$ cat src/rtl/usb_tx_sched_if.sv
// usb_tx_sched_if: byte-serial handshake between the packet scheduler and the
// USB transmitter. The scheduler is the master (drives data/valid), the
// transmitter is the slave (returns the per-byte ready strobe and line busy).
interface usb_tx_sched_if;
    logic [7:0] tx_data;
    logic       tx_valid;
    logic       tx_ready;
    logic       tx_busy;

    modport master (
        output tx_data,
        output tx_valid,
        input  tx_ready,
        input  tx_busy
    );

    modport slave (
        input  tx_data,
        input  tx_valid,
        output tx_ready,
        output tx_busy
    );
endinterface

$ cat src/rtl/usb_tx_sched.sv
// usb_tx_sched: packet-level transmit scheduler. Arbitrates a handshake
// (PID-only) requester and a data (PID + payload + CRC16) requester, streams
// the packet bytes to the transmitter, then holds an inter-packet gap.
// Optional build macro USB_TX_SCHED_RR_EN selects round-robin arbitration;
// without it the handshake path has fixed priority over the data path.
module usb_tx_sched #(
    parameter int unsigned MAX_LEN    = 64,
    parameter int unsigned IPG_CYCLES = 8
) (
    input  logic                  clk,
    input  logic                  reset,
    input  logic                  hs_req,
    input  logic [3:0]            hs_pid,
    output logic                  hs_gnt,
    input  logic                  dat_req,
    input  logic [3:0]            dat_pid,
    input  logic [6:0]            dat_len,
    output logic                  dat_gnt,
    input  logic [7:0]            pl_data,
    output logic                  pl_rd,
    output logic                  done,
    usb_tx_sched_if.master        tx
);
    localparam int unsigned LEN_W = 7;
    localparam int unsigned GAP_W = 8;
    localparam int unsigned CRC_W = 16;

    typedef enum logic [2:0] {
        IDLE,
        PID,
        PAYLOAD,
        CRC_LO,
        CRC_HI,
        EOP_WAIT,
        GAP
    } state_t;

    state_t             state;
    logic [3:0]         pid_q;
    logic               is_dat_q;
    logic [LEN_W-1:0]   rem_q;
    logic [GAP_W-1:0]   gap_q;
    logic [CRC_W-1:0]   crc_q;
    logic [7:0]         tx_data_c;
    logic [LEN_W-1:0]   len_clamp_c;
    logic               idle_go_c;
    logic               grant_hs_c;
    logic               grant_dat_c;

    // One byte of the USB CRC16 (reflected 0x8005), LSB of the byte first
    function automatic logic [CRC_W-1:0] crc16_upd(input logic [CRC_W-1:0] crc,
                                                   input logic [7:0]       d);
        logic [CRC_W-1:0] c;
        c = crc;
        for (int i = 0; i < 8; i++) begin
            if (c[0] ^ d[i]) begin
                c = (c >> 1) ^ 16'hA001;
            end else begin
                c = c >> 1;
            end
        end
        return c;
    endfunction

    assign len_clamp_c = (32'(dat_len) > MAX_LEN) ? LEN_W'(MAX_LEN) : dat_len;
    assign idle_go_c   = (state == IDLE) && (hs_req || dat_req) && !tx.tx_busy;

`ifdef USB_TX_SCHED_RR_EN
    logic last_hs_q;

    // Remember the most recent winner so simultaneous requests alternate
    always_ff @(posedge clk) begin
        if (!reset) begin
            last_hs_q <= 1'b0;
        end else if (idle_go_c) begin
            last_hs_q <= grant_hs_c;
        end
    end

    assign grant_hs_c = hs_req && (!dat_req || !last_hs_q);
`else
    assign grant_hs_c = hs_req;
`endif
    assign grant_dat_c = dat_req && !grant_hs_c;

    // Packet sequencer: grant, PID, payload, CRC, wait for line release, gap
    always_ff @(posedge clk) begin
        if (!reset) begin
            state    <= IDLE;
            pid_q    <= 4'h0;
            is_dat_q <= 1'b0;
            rem_q    <= '0;
            gap_q    <= '0;
            crc_q    <= 16'hFFFF;
            hs_gnt   <= 1'b0;
            dat_gnt  <= 1'b0;
            done     <= 1'b0;
        end else begin
            hs_gnt  <= 1'b0;
            dat_gnt <= 1'b0;
            done    <= 1'b0;
            case (state)
                IDLE: begin
                    if (idle_go_c) begin
                        hs_gnt   <= grant_hs_c;
                        dat_gnt  <= grant_dat_c;
                        is_dat_q <= grant_dat_c;
                        pid_q    <= grant_hs_c ? hs_pid : dat_pid;
                        rem_q    <= grant_hs_c ? '0 : len_clamp_c;
                        crc_q    <= 16'hFFFF;
                        state    <= PID;
                    end
                end
                PID: begin
                    if (tx.tx_ready) begin
                        if (!is_dat_q) begin
                            state <= EOP_WAIT;
                        end else if (rem_q == '0) begin
                            state <= CRC_LO;
                        end else begin
                            state <= PAYLOAD;
                        end
                    end
                end
                PAYLOAD: begin
                    if (tx.tx_ready) begin
                        crc_q <= crc16_upd(crc_q, pl_data);
                        rem_q <= rem_q - LEN_W'(1);
                        if (rem_q == LEN_W'(1)) begin
                            state <= CRC_LO;
                        end
                    end
                end
                CRC_LO: begin
                    if (tx.tx_ready) begin
                        state <= CRC_HI;
                    end
                end
                CRC_HI: begin
                    if (tx.tx_ready) begin
                        state <= EOP_WAIT;
                    end
                end
                EOP_WAIT: begin
                    if (!tx.tx_busy) begin
                        gap_q <= GAP_W'(IPG_CYCLES);
                        state <= GAP;
                    end
                end
                GAP: begin
                    gap_q <= gap_q - GAP_W'(1);
                    if (gap_q <= GAP_W'(1)) begin
                        done  <= 1'b1;
                        state <= IDLE;
                    end
                end
                default: begin
                    state <= IDLE;
                end
            endcase
        end
    end

    // Byte mux; payload passes straight from the FWFT head so it is current
    always_comb begin
        tx_data_c = 8'h00;
        case (state)
            PID:     tx_data_c = {~pid_q, pid_q};
            PAYLOAD: tx_data_c = pl_data;
            CRC_LO:  tx_data_c = ~crc_q[7:0];
            CRC_HI:  tx_data_c = ~crc_q[15:8];
            default: tx_data_c = 8'h00;
        endcase
    end

    assign tx.tx_data  = tx_data_c;
    assign tx.tx_valid = (state == PID) || (state == PAYLOAD) ||
                         (state == CRC_LO) || (state == CRC_HI);
    // Pop coincides with the transmitter taking a payload byte
    assign pl_rd       = reset && (state == PAYLOAD) && tx.tx_ready;

endmodule
$ cat src/flat_wrapper.sv
// flat-port wrapper written by rule: the top's interface ports become plain ports
module usb_tx_sched_flat 
#(
    parameter int unsigned MAX_LEN    = 64,
    parameter int unsigned IPG_CYCLES = 8
)
  (clk, reset, hs_req, hs_pid, hs_gnt, dat_req, dat_pid, dat_len, dat_gnt, pl_data, pl_rd, done, tx_tx_data, tx_tx_valid, tx_tx_ready, tx_tx_busy);
  usb_tx_sched_if tx_i ();
  input  logic clk;
  input  logic reset;
  input  logic hs_req;
  input  logic [3:0] hs_pid;
  output logic hs_gnt;
  input  logic dat_req;
  input  logic [3:0] dat_pid;
  input  logic [6:0] dat_len;
  output logic dat_gnt;
  input  logic [7:0] pl_data;
  output logic pl_rd;
  output logic done;
  output wire logic [$bits(tx_i.tx_data)-1:0] tx_tx_data;
  output wire logic [$bits(tx_i.tx_valid)-1:0] tx_tx_valid;
  input wire logic [$bits(tx_i.tx_ready)-1:0] tx_tx_ready;
  input wire logic [$bits(tx_i.tx_busy)-1:0] tx_tx_busy;
  assign tx_tx_data = tx_i.tx_data;
  assign tx_tx_valid = tx_i.tx_valid;
  assign tx_i.tx_ready = tx_tx_ready;
  assign tx_i.tx_busy = tx_tx_busy;
  usb_tx_sched #(.MAX_LEN(MAX_LEN), .IPG_CYCLES(IPG_CYCLES)) u_core (.clk(clk), .reset(reset), .hs_req(hs_req), .hs_pid(hs_pid), .hs_gnt(hs_gnt), .dat_req(dat_req), .dat_pid(dat_pid), .dat_len(dat_len), .dat_gnt(dat_gnt), .pl_data(pl_data), .pl_rd(pl_rd), .done(done), .tx(tx_i));
endmodule
$ cat config.mk
export PLATFORM = sky130hd
export DESIGN_NAME = usb_tx_sched_flat
export DESIGN_NICKNAME = d
export VERILOG_FILES = /design/src/rtl/usb_tx_sched_if.sv /design/src/rtl/usb_tx_sched.sv /design/src/flat_wrapper.sv
export SDC_FILE = /design/constraint.sdc
export NUM_CORES = 1
export LEC_CHECK = 0
export CORE_AREA = 3 3 84 86
export DETAILED_ROUTE_END_ITERATION = 8
export DIE_AREA = 0 0 87 89
export DONT_BUFFER_PORTS = 1
export GPL_ROUTABILITY_DRIVEN = 0
export PLACE_DENSITY_LB_ADDON = 0.12
export SLEW_MARGIN = 10
export SYNTH_ARGS = -nofsm -noshare
export SYNTH_HDL_FRONTEND = slang
export SYNTH_SLANG_ARGS = --single-unit
$ cat constraint.sdc
create_clock -name clk -period 1.8 [get_ports clk]
set_input_delay 0.45 -clock clk [delete_from_list [all_inputs] [get_ports clk]]
set_output_delay 0.45 -clock clk [all_outputs]
set_load 0.05 [all_outputs]
==> Flow_metrics.wiki, run 1 <==
{| class="wikitable"
! Metric !! Value
|-
| Setup ws final || -0.158 ns
|-
| Wire length per cell after detailed routing || 16.5 um
|-
| Detailed Routing Iterations Pass 1 || 4
|-
| Number of flip-flops and latches in the synthesized netlist || 42
|-
| Commonest register cell after synthesis || sky130_fd_sc_hd__dfxtp_1
|-
| CP Max Fanout || 6
|-
| Drt first-iter violations || 110
|-
| Dominant cells by area after synthesis || sky130_fd_sc_hd__dfxtp_1 33%, sky130_fd_sc_hd__xnor2_1 5.9%, sky130_fd_sc_hd__mux2i_1 5.1%
|-
| Die Footprint || 7740 um^2
|-
| Total routed wirelength || 7270 um
|-
| R2R setup slack || 0.02 ns
|-
| DRC violation count after routing || 0
|-
| Number of pins with negative max-slew slack in the final report || 0
|-
| Achievable frequency || 0.511 GHz
|-
| Final worst path period need || 1.96 ns
|-
| Post-synthesis average cell area || 7.95 um^2
|-
| Fraction of layout cells with a size suffix above 1 || 0.328
|-
| Most instantiated library cell after synthesis || sky130_fd_sc_hd__dfxtp_1
|-
| Setup violation total in the final timing report || 10
|-
| Sink of the worst hold path || u_core.crc_q[7]$_SDFFE_PN1P_
|-
| Setup skew after layout || 0.00265 ns
|-
| Post-route fraction of the period consumed by the critical path || 1.09
|-
| Worst path max stage delay || 0.38 ns
|-
| Post-synthesis async set-or-reset flop share || 0
|-
| Worst skew pair latency || 0.30 ns
|-
| Worst Path Class, Setup || register to primary output
|-
| TritonCTS clock tree || built
|-
| Boundary pin count || 42
|-
| Die Wd || 87 um
|-
| Leakage dissipation || 1.43 nW
|-
| Combined global-route utilization of all metal layers || 0.187
|-
| Data required time at the worst endpoint || 1.35 ns
|-
| Kind of cell with the highest combined delay on the critical path || flip-flops
|-
| RSZ-0062 raised after global routing || true
|-
| Post-synthesis sequential area ratio || 0.332
|-
| Endpoint arrival time on the critical path || 1.51 ns
|-
| Final-layout fill cell count || 587
|-
| Clock sink total || 42
|-
| Master cell of the clock root buffer || sky130_fd_sc_hd__clkbuf_8
|-
| Power density normalized to cell area || 1550 nW/um^2
|-
| Placeable core area || 6350 um^2
|-
| Layout net count || 395
|-
| Area Growth Syn to Fin || 41.5%
|-
| Fraction of the core area covered by cells at the end of the flow || 0.565
|-
| Synth cell count leaders || 42 x sky130_fd_sc_hd__dfxtp_1, 33 x sky130_fd_sc_hd__nand2_1, 28 x sky130_fd_sc_hd__nor2_1, 22 x sky130_fd_sc_hd__o21ai_0, 17 x sky130_fd_sc_hd__xnor2_1
|-
| Worst reg2reg path endpoint || u_core.crc_q[0]$_SDFFE_PN1P_
|-
| Distinct cell type count after synthesis || 50
|-
| Clock H-tree levels || 2
|-
| Effective utilization at floorplan || 0.399
|-
| Hold Path Stages || 1
|-
| Count of buffering cells on the critical path with inverters included || 2
|-
| Number of flops mapped to enable cells by yosys || 0
|-
| Via count of the first global-routing pass || 2223
|-
| Netlist Area Pre-Place || 2540 um^2
|-
| Cell-by-cell trace of the critical path || buf_6, mux2i_4, a22oi_2, o22ai_4, buf_12
|-
| Pre-CTS worst setup slack || -0.117 ns
|-
| Cells after Synth || 319
|-
| Maximum count of clock buffers along a single path || 2
|-
| Initial antenna violation count || 0
|-
| Library cell with the largest summed area after synthesis || sky130_fd_sc_hd__dfxtp_1
|-
| Critical Path Start Type || register
|-
| Total clock buffers created by CTS || 5
|-
| Floorplan row count || 29
|-
| Rel. slew slack || 0.588
|-
| Count of max-cap constraint violations || 0
|-
| Number of cells traversed by the worst register-to-register path || 6
|-
| Yosys top cell area share || 0.332
|-
| Yosys warning count || 0
|-
| Synthesized Nets || 352
|-
| DRT antenna net count || 0
|-
| Maximum number of pins on one net before global-route repair || 40
|-
| Antenna diode instance count || 0
|-
| Type of the most critical hold path || input port to register
|-
| Average vias per placed instance || 5.53
|-
| Clock transition at the registers of the reported paths || 0.08 ns
|-
| Startpoint of the worst-slack reg-to-reg timing path || u_core.crc_q[3]$_SDFFE_PN1P_
|-
| Vertical extent of the die || 89 um
|-
| Final TNS setup || -1.07 ns
|-
| Cell with the biggest individual delay on the critical path || sky130_fd_sc_hd__dfxtp_4
|-
| Final Hold Fails || 0
|-
| Via count || 2431
|-
| HPWL after detailed placement || 5170 um
|-
| Max rail drop VDD || 1.01 mV
|-
| Number of buffer cells added on primary ports || 0
|-
| Type of element capturing the critical path || primary output
|-
| Startpoint of the most critical hold path || reset
|-
| Hold-fix buffers, CTS || 0
|-
| Violations in the final reports || setup timing
|-
| Global-route wire length before repair || 11200 um
|-
| Status || finished, violations left
|-
| Remaining Overflow, GRT || 0
|-
| Transition time of the tightest slew-check pin || 0.617 ns
|}
==> worst register-to-register path, cell delays in order (launching register included) <==
cell	delay (ns)
sky130_fd_sc_hd__dfxtp_2	0.36
sky130_fd_sc_hd__xnor2_4	0.19
sky130_fd_sc_hd__xor2_2	0.18
sky130_fd_sc_hd__xnor3_2	0.48
sky130_fd_sc_hd__xnor2_2	0.16
sky130_fd_sc_hd__and4b_1	0.20
sky130_fd_sc_hd__nor3_2	0.14
==> sequential cells by signal (all words and copies together), names as in the netlist <==
signal	flops
u_core.crc_q	16
u_core.gap_q	8
u_core.rem_q	7
u_core.pid_q	4
u_core.state	3
u_core.dat_gnt	1
u_core.done	1
u_core.hs_gnt	1
u_core.is_dat_q	1
==> cell usage in the layout (no fill, tap or decap), drive strengths merged, types with 4 or more instances in the layout <==
| master | count |
|---|---|
| o22ai | 13 |
| nor2b | 4 |
| inv | 13 |
| nand2 | 33 |
| dfxtp | 42 |
| ha | 4 |
| and3 | 6 |
| mux2i | 13 |
| xnor2 | 18 |
| o211ai | 4 |
| clkbuf | 7 |
| a21oi | 9 |
| buf | 56 |
| nor3b | 7 |
| o211a | 4 |
| nor3 | 12 |
| a22oi | 8 |
| a21boi | 4 |
| and2 | 7 |
| nor2 | 29 |
| o21ai | 22 |
| nand3 | 12 |
==> metal layers <==
layer  share of wire  track usage  wire length [um]
met5               0            0                 0
met4           0.010       0.0453                73
met3           0.063       0.0535               460
met1            0.48        0.260              3470
met2            0.45        0.286              3270
==> final cells by class <==
class                      instances  area, um^2  area share
multi-input combinational        244        1950       0.543
sequential                        42         858       0.239
timing repair buffer              56         547       0.152
tap                               77        96.3      0.0268
clock buffer                       7        86.3      0.0241
inverter                          13        48.8      0.0136
clock inverter                     1        5.00     0.00139
==> worst max-delay path by stage <==
stage | startpoint | endpoint | slack [ns] | cells past startpoint
after floorplan | u_core.state[1]$_SDFFE_PN0P_ | tx_tx_data[1] | -0.02 | 6
after CTS | u_core.state[1]$_SDFFE_PN0P_ | tx_tx_data[6] | -0.14 | 5
final | u_core.state[1]$_SDFFE_PN0P_ | tx_tx_data[6] | -0.16 | 5
after detailed placement | pl_data[1] | u_core.crc_q[0]$_SDFFE_PN1P_ | -0.12 | 6
after global routing | u_core.state[1]$_SDFFE_PN0P_ | tx_tx_data[6] | -0.24 | 5
after global placement | pl_data[1] | u_core.crc_q[0]$_SDFFE_PN1P_ | -0.06 | 6
==> report_power, final <==
group	switching (mW)	internal, mW
Sequential	0.232	1.11
Combinational	1.80	1.77
Clock	0.349	0.310
Total	2.38	3.19
==> kinds of logic after synthesis <==
| kind of cell | share of synthesized area |
|---|---|
| DFF | 0.332 |
| adders and majority gates | 0.0197 |
| and+or+nand+nor | 0.253 |
| xor gates and xnor gates | 0.0849 |
| buffers and inverters | 0.0587 |
| muxes | 0.0513 |
| AOI/OAI and AO/OA | 0.201 |
==> through the flow <==
stage,cell area (um^2),std cells,power [mW],hold WS (ns)
4_1_cts,3410,433,5.33,0.209
2_1_floorplan,2770,319,3.43,0.456
6_report,3590,440,5.57,0.217
3_3_place_gp,3200,423,4.46,0.474
5_1_grt,3590,440,5.89,0.204
3_5_place_dp,3200,423,4.46,0.485
==> what timing repair did <==
item | 4_1_cts | 5_1_grt
pin swaps | 13 | 13
setup endpoints to repair | 12 | 19
cloned | 0 | 1
buffers inserted | 2 | 6
resized for setup | 26 | 27
Power figures use the tool's default switching activity.
==> run 2, diff against run 1 <==
--- a/config.mk
+++ b/config.mk
@@ -11,6 +11,7 @@
 export DONT_BUFFER_PORTS = 1
 export GPL_ROUTABILITY_DRIVEN = 0
 export PLACE_DENSITY_LB_ADDON = 0.12
+export RECOVER_POWER = 25
 export SLEW_MARGIN = 10
 export SYNTH_ARGS = -nofsm -noshare
 export SYNTH_HDL_FRONTEND = slang
==> run 2 against run 1 <==
  * The flow still finishes with violations (setup timing)
  * First-iteration DRC count decreased by 1.8%
  * Power fell by 0.40%
  * Register-to-register slack got worse by 0.06 ns
  * Die area unchanged
  * Final cell count stayed put
  * Clock skew up 0.0023 ns
  * Clock power hardly changed
  * Setup slack better by 0.0026 ns
  * Via count fell by 0.49%
  * Combinational power about the same
  * Routed wire length decreased by 0.44%
  * Critical endpoint unchanged
  * Highest routed layer unchanged
==> Flow_metrics.wiki, run 2 (same netlist as run 1, synthesis figures left out) <==
{| class="wikitable"
! Metric !! Value
|-
| Die Footprint || 7740 um^2
|-
| Combined global-route utilization of all metal layers || 0.187
|-
| Remaining Overflow, GRT || 0
|-
| Antenna diode instance count || 0
|-
| Most frequent standard cell in the layout excluding fill and tap cells || sky130_fd_sc_hd__buf_4
|-
| Type of the most critical hold path || input port to register
|-
| Power density normalized to cell area || 1550 nW/um^2
|-
| CP Max Fanout || 6
|-
| Cell area after placement || 3200 um^2
|-
| Maximum count of clock buffers along a single path || 2
|-
| Largest registers in the final layout || u_core.crc_q x16, u_core.gap_q x8, u_core.rem_q x7
|-
| Crit path from || u_core.state[1]$_SDFFE_PN0P_
|-
| Data required time at the worst endpoint || 1.35 ns
|-
| Total clock buffers created by CTS || 5
|-
| HPWL after detailed placement || 5170 um
|-
| Number of buffer cells added on primary ports || 0
|-
| Via count of the first global-routing pass || 2223
|-
| Clock sink total || 42
|-
| Worst skew pair latency || 0.30 ns
|-
| Drt first-iter violations || 108
|-
| Count of max-cap constraint violations || 0
|-
| Floorplan row count || 29
|-
| Endpoint arrival time on the critical path || 1.51 ns
|-
| Type of element capturing the critical path || primary output
|-
| Global-route wire length before repair || 11200 um
|-
| Final TNS setup || -1.08 ns
|-
| Die Wd || 87 um
|-
| Initial antenna violation count || 0
|-
| R2R setup slack || -0.04 ns
|-
| Clock H-tree levels || 2
|-
| Rel. slew slack || 0.609
|-
| Violations in the final reports || setup timing
|-
| Max FFs per register || 16
|-
| Clock transition at the registers of the reported paths || 0.08 ns
|-
| Final hold slack || 0.218 ns
|-
| Post-route fraction of the period consumed by the critical path || 1.09
|-
| Final std cell area, no fill || 3580 um^2
|-
| Layout net count || 395
|-
| RSZ-0062 raised after global routing || true
|-
| Number of pins with negative max-slew slack in the final report || 0
|-
| Setup violation total in the final timing report || 11
|-
| Transition time of the tightest slew-check pin || 0.585 ns
|-
| Wire length per cell after detailed routing || 16.4 um
|-
| Boundary pin count || 42
|-
| Placeable core area || 6350 um^2
|-
| Detailed Routing Iterations Pass 1 || 4
|-
| Setup skew after layout || 0.00494 ns
|-
| Startpoint of the worst-slack reg-to-reg timing path || u_core.state[0]$_SDFFE_PN0P_
|-
| Achievable frequency || 0.511 GHz
|-
| Max rail drop VDD || 0.989 mV
|-
| Area Growth Syn to Fin || 41.1%
|-
| Status || finished, violations left
|-
| Master cell of the clock root buffer || sky130_fd_sc_hd__clkbuf_8
|-
| Via count || 2419
|-
| Final Hold Fails || 0
|-
| Worst reg2reg path endpoint || u_core.is_dat_q$_SDFFE_PN0P_
|-
| Number of cells traversed by the worst register-to-register path || 5
|-
| Worst Path Class, Setup || register to primary output
|-
| Average vias per placed instance || 5.50
|-
| Total routed wirelength || 7240 um
|-
| Setup ws final || -0.156 ns
|-
| Final worst path period need || 1.96 ns
|-
| Vertical extent of the die || 89 um
|-
| Capturing element of the worst setup path || tx_tx_data[6]
|-
| Fraction of layout cells with a size suffix above 1 || 0.328
|-
| Commonest cells after routing, fill and taps aside || 40 x sky130_fd_sc_hd__buf_4, 34 x sky130_fd_sc_hd__dfxtp_1, 32 x sky130_fd_sc_hd__nand2_1
|-
| Reg with most FFs || u_core.crc_q
|-
| Critical Path Start Type || register
|-
| DRC violation count after routing || 0
|-
| Maximum number of pins on one net before global-route repair || 40
|-
| TritonCTS clock tree || built
|-
| Leakage dissipation || 1.42 nW
|-
| Effective utilization at floorplan || 0.399
|-
| DRT antenna net count || 0
|}
==> run 2: cell count changes in the layout (fill, tap and decap cells not counted) <==
cell	before	now
sky130_fd_sc_hd__buf_4	41	40
sky130_fd_sc_hd__buf_6	7	6
sky130_fd_sc_hd__buf_2	0	1
sky130_fd_sc_hd__clkbuf_2	0	1
==> run 2: cell type report <==
type	instances	area (um^2)
Clock inverter	1	5.00
Fill cell	587	2770
Inverter	13	48.8
Timing Repair Buffer	56	538
Sequential cell	42	858
Tap cell	77	96.3
Clock buffer	7	86.3
Multi-Input combinational cell	244	1950
==> run 2: where the power goes <==
group | leakage (nW) | internal (mW) | total (mW) | switching, mW
Combinational | 1.03 | 1.75 | 3.55 | 1.80
Clock | 0.0482 | 0.310 | 0.657 | 0.347
Sequential | 0.342 | 1.11 | 1.34 | 0.231
==> run 2: timing repair <==
item                                    CTS  global route
buffers inserted                          2             6
pin swaps                                13            13
resized for setup                        26            27
endpoints found under the setup margin   12            19
cloned                                    0             1
hold buffers                              0             0
==> run 2: worst max-delay path, stage by stage (launching register included) <==
cell,delay (ns)
sky130_fd_sc_hd__dfxtp_4,0.38
sky130_fd_sc_hd__buf_6,0.14
sky130_fd_sc_hd__mux2i_4,0.22
sky130_fd_sc_hd__a22oi_2,0.11
sky130_fd_sc_hd__o22ai_4,0.19
sky130_fd_sc_hd__buf_12,0.16
==> run 2: how the worst min path moves through the flow <==
| stage | from | endpoint | cells past startpoint |
|---|---|---|---|
| 2_1_floorplan | u_core.rem_q[6]$_SDFFE_PN0P_ | u_core.rem_q[6]$_SDFFE_PN0P_ | 2 |
| 3_3_place_gp | u_core.rem_q[6]$_SDFFE_PN0P_ | u_core.rem_q[6]$_SDFFE_PN0P_ | 2 |
| 3_5_place_dp | u_core.rem_q[6]$_SDFFE_PN0P_ | u_core.rem_q[6]$_SDFFE_PN0P_ | 2 |
| 4_1_cts | reset | u_core.crc_q[7]$_SDFFE_PN1P_ | 1 |
| 5_1_grt | reset | u_core.crc_q[7]$_SDFFE_PN1P_ | 1 |
| 6_report | reset | u_core.crc_q[7]$_SDFFE_PN1P_ | 1 |
==> run 2: per-layer routing <==
metal / share of wire / GRT usage / vias up
met4: 0.010 / 0.0453 / 0
met1: 0.47 / 0.260 / 1141
li1: - / - / 1218
met5: 0 / 0 / -
met3: 0.061 / 0.0535 / 6
met2: 0.46 / 0.286 / 54
==> run 2: stage by stage <==
| stage | power (mW) | cells | util | worst slack, ns |
|---|---|---|---|---|
| floorplan | 3.43 | 319 | - | -0.0187 |
| global placement | 4.46 | 423 | 0.504 | -0.0555 |
| detailed placement | 4.46 | 423 | 0.504 | -0.117 |
| CTS | 5.33 | 433 | 0.537 | -0.138 |
| global route | 5.88 | 440 | 0.564 | -0.236 |
| finish | 5.54 | 440 | 0.564 | -0.156 |
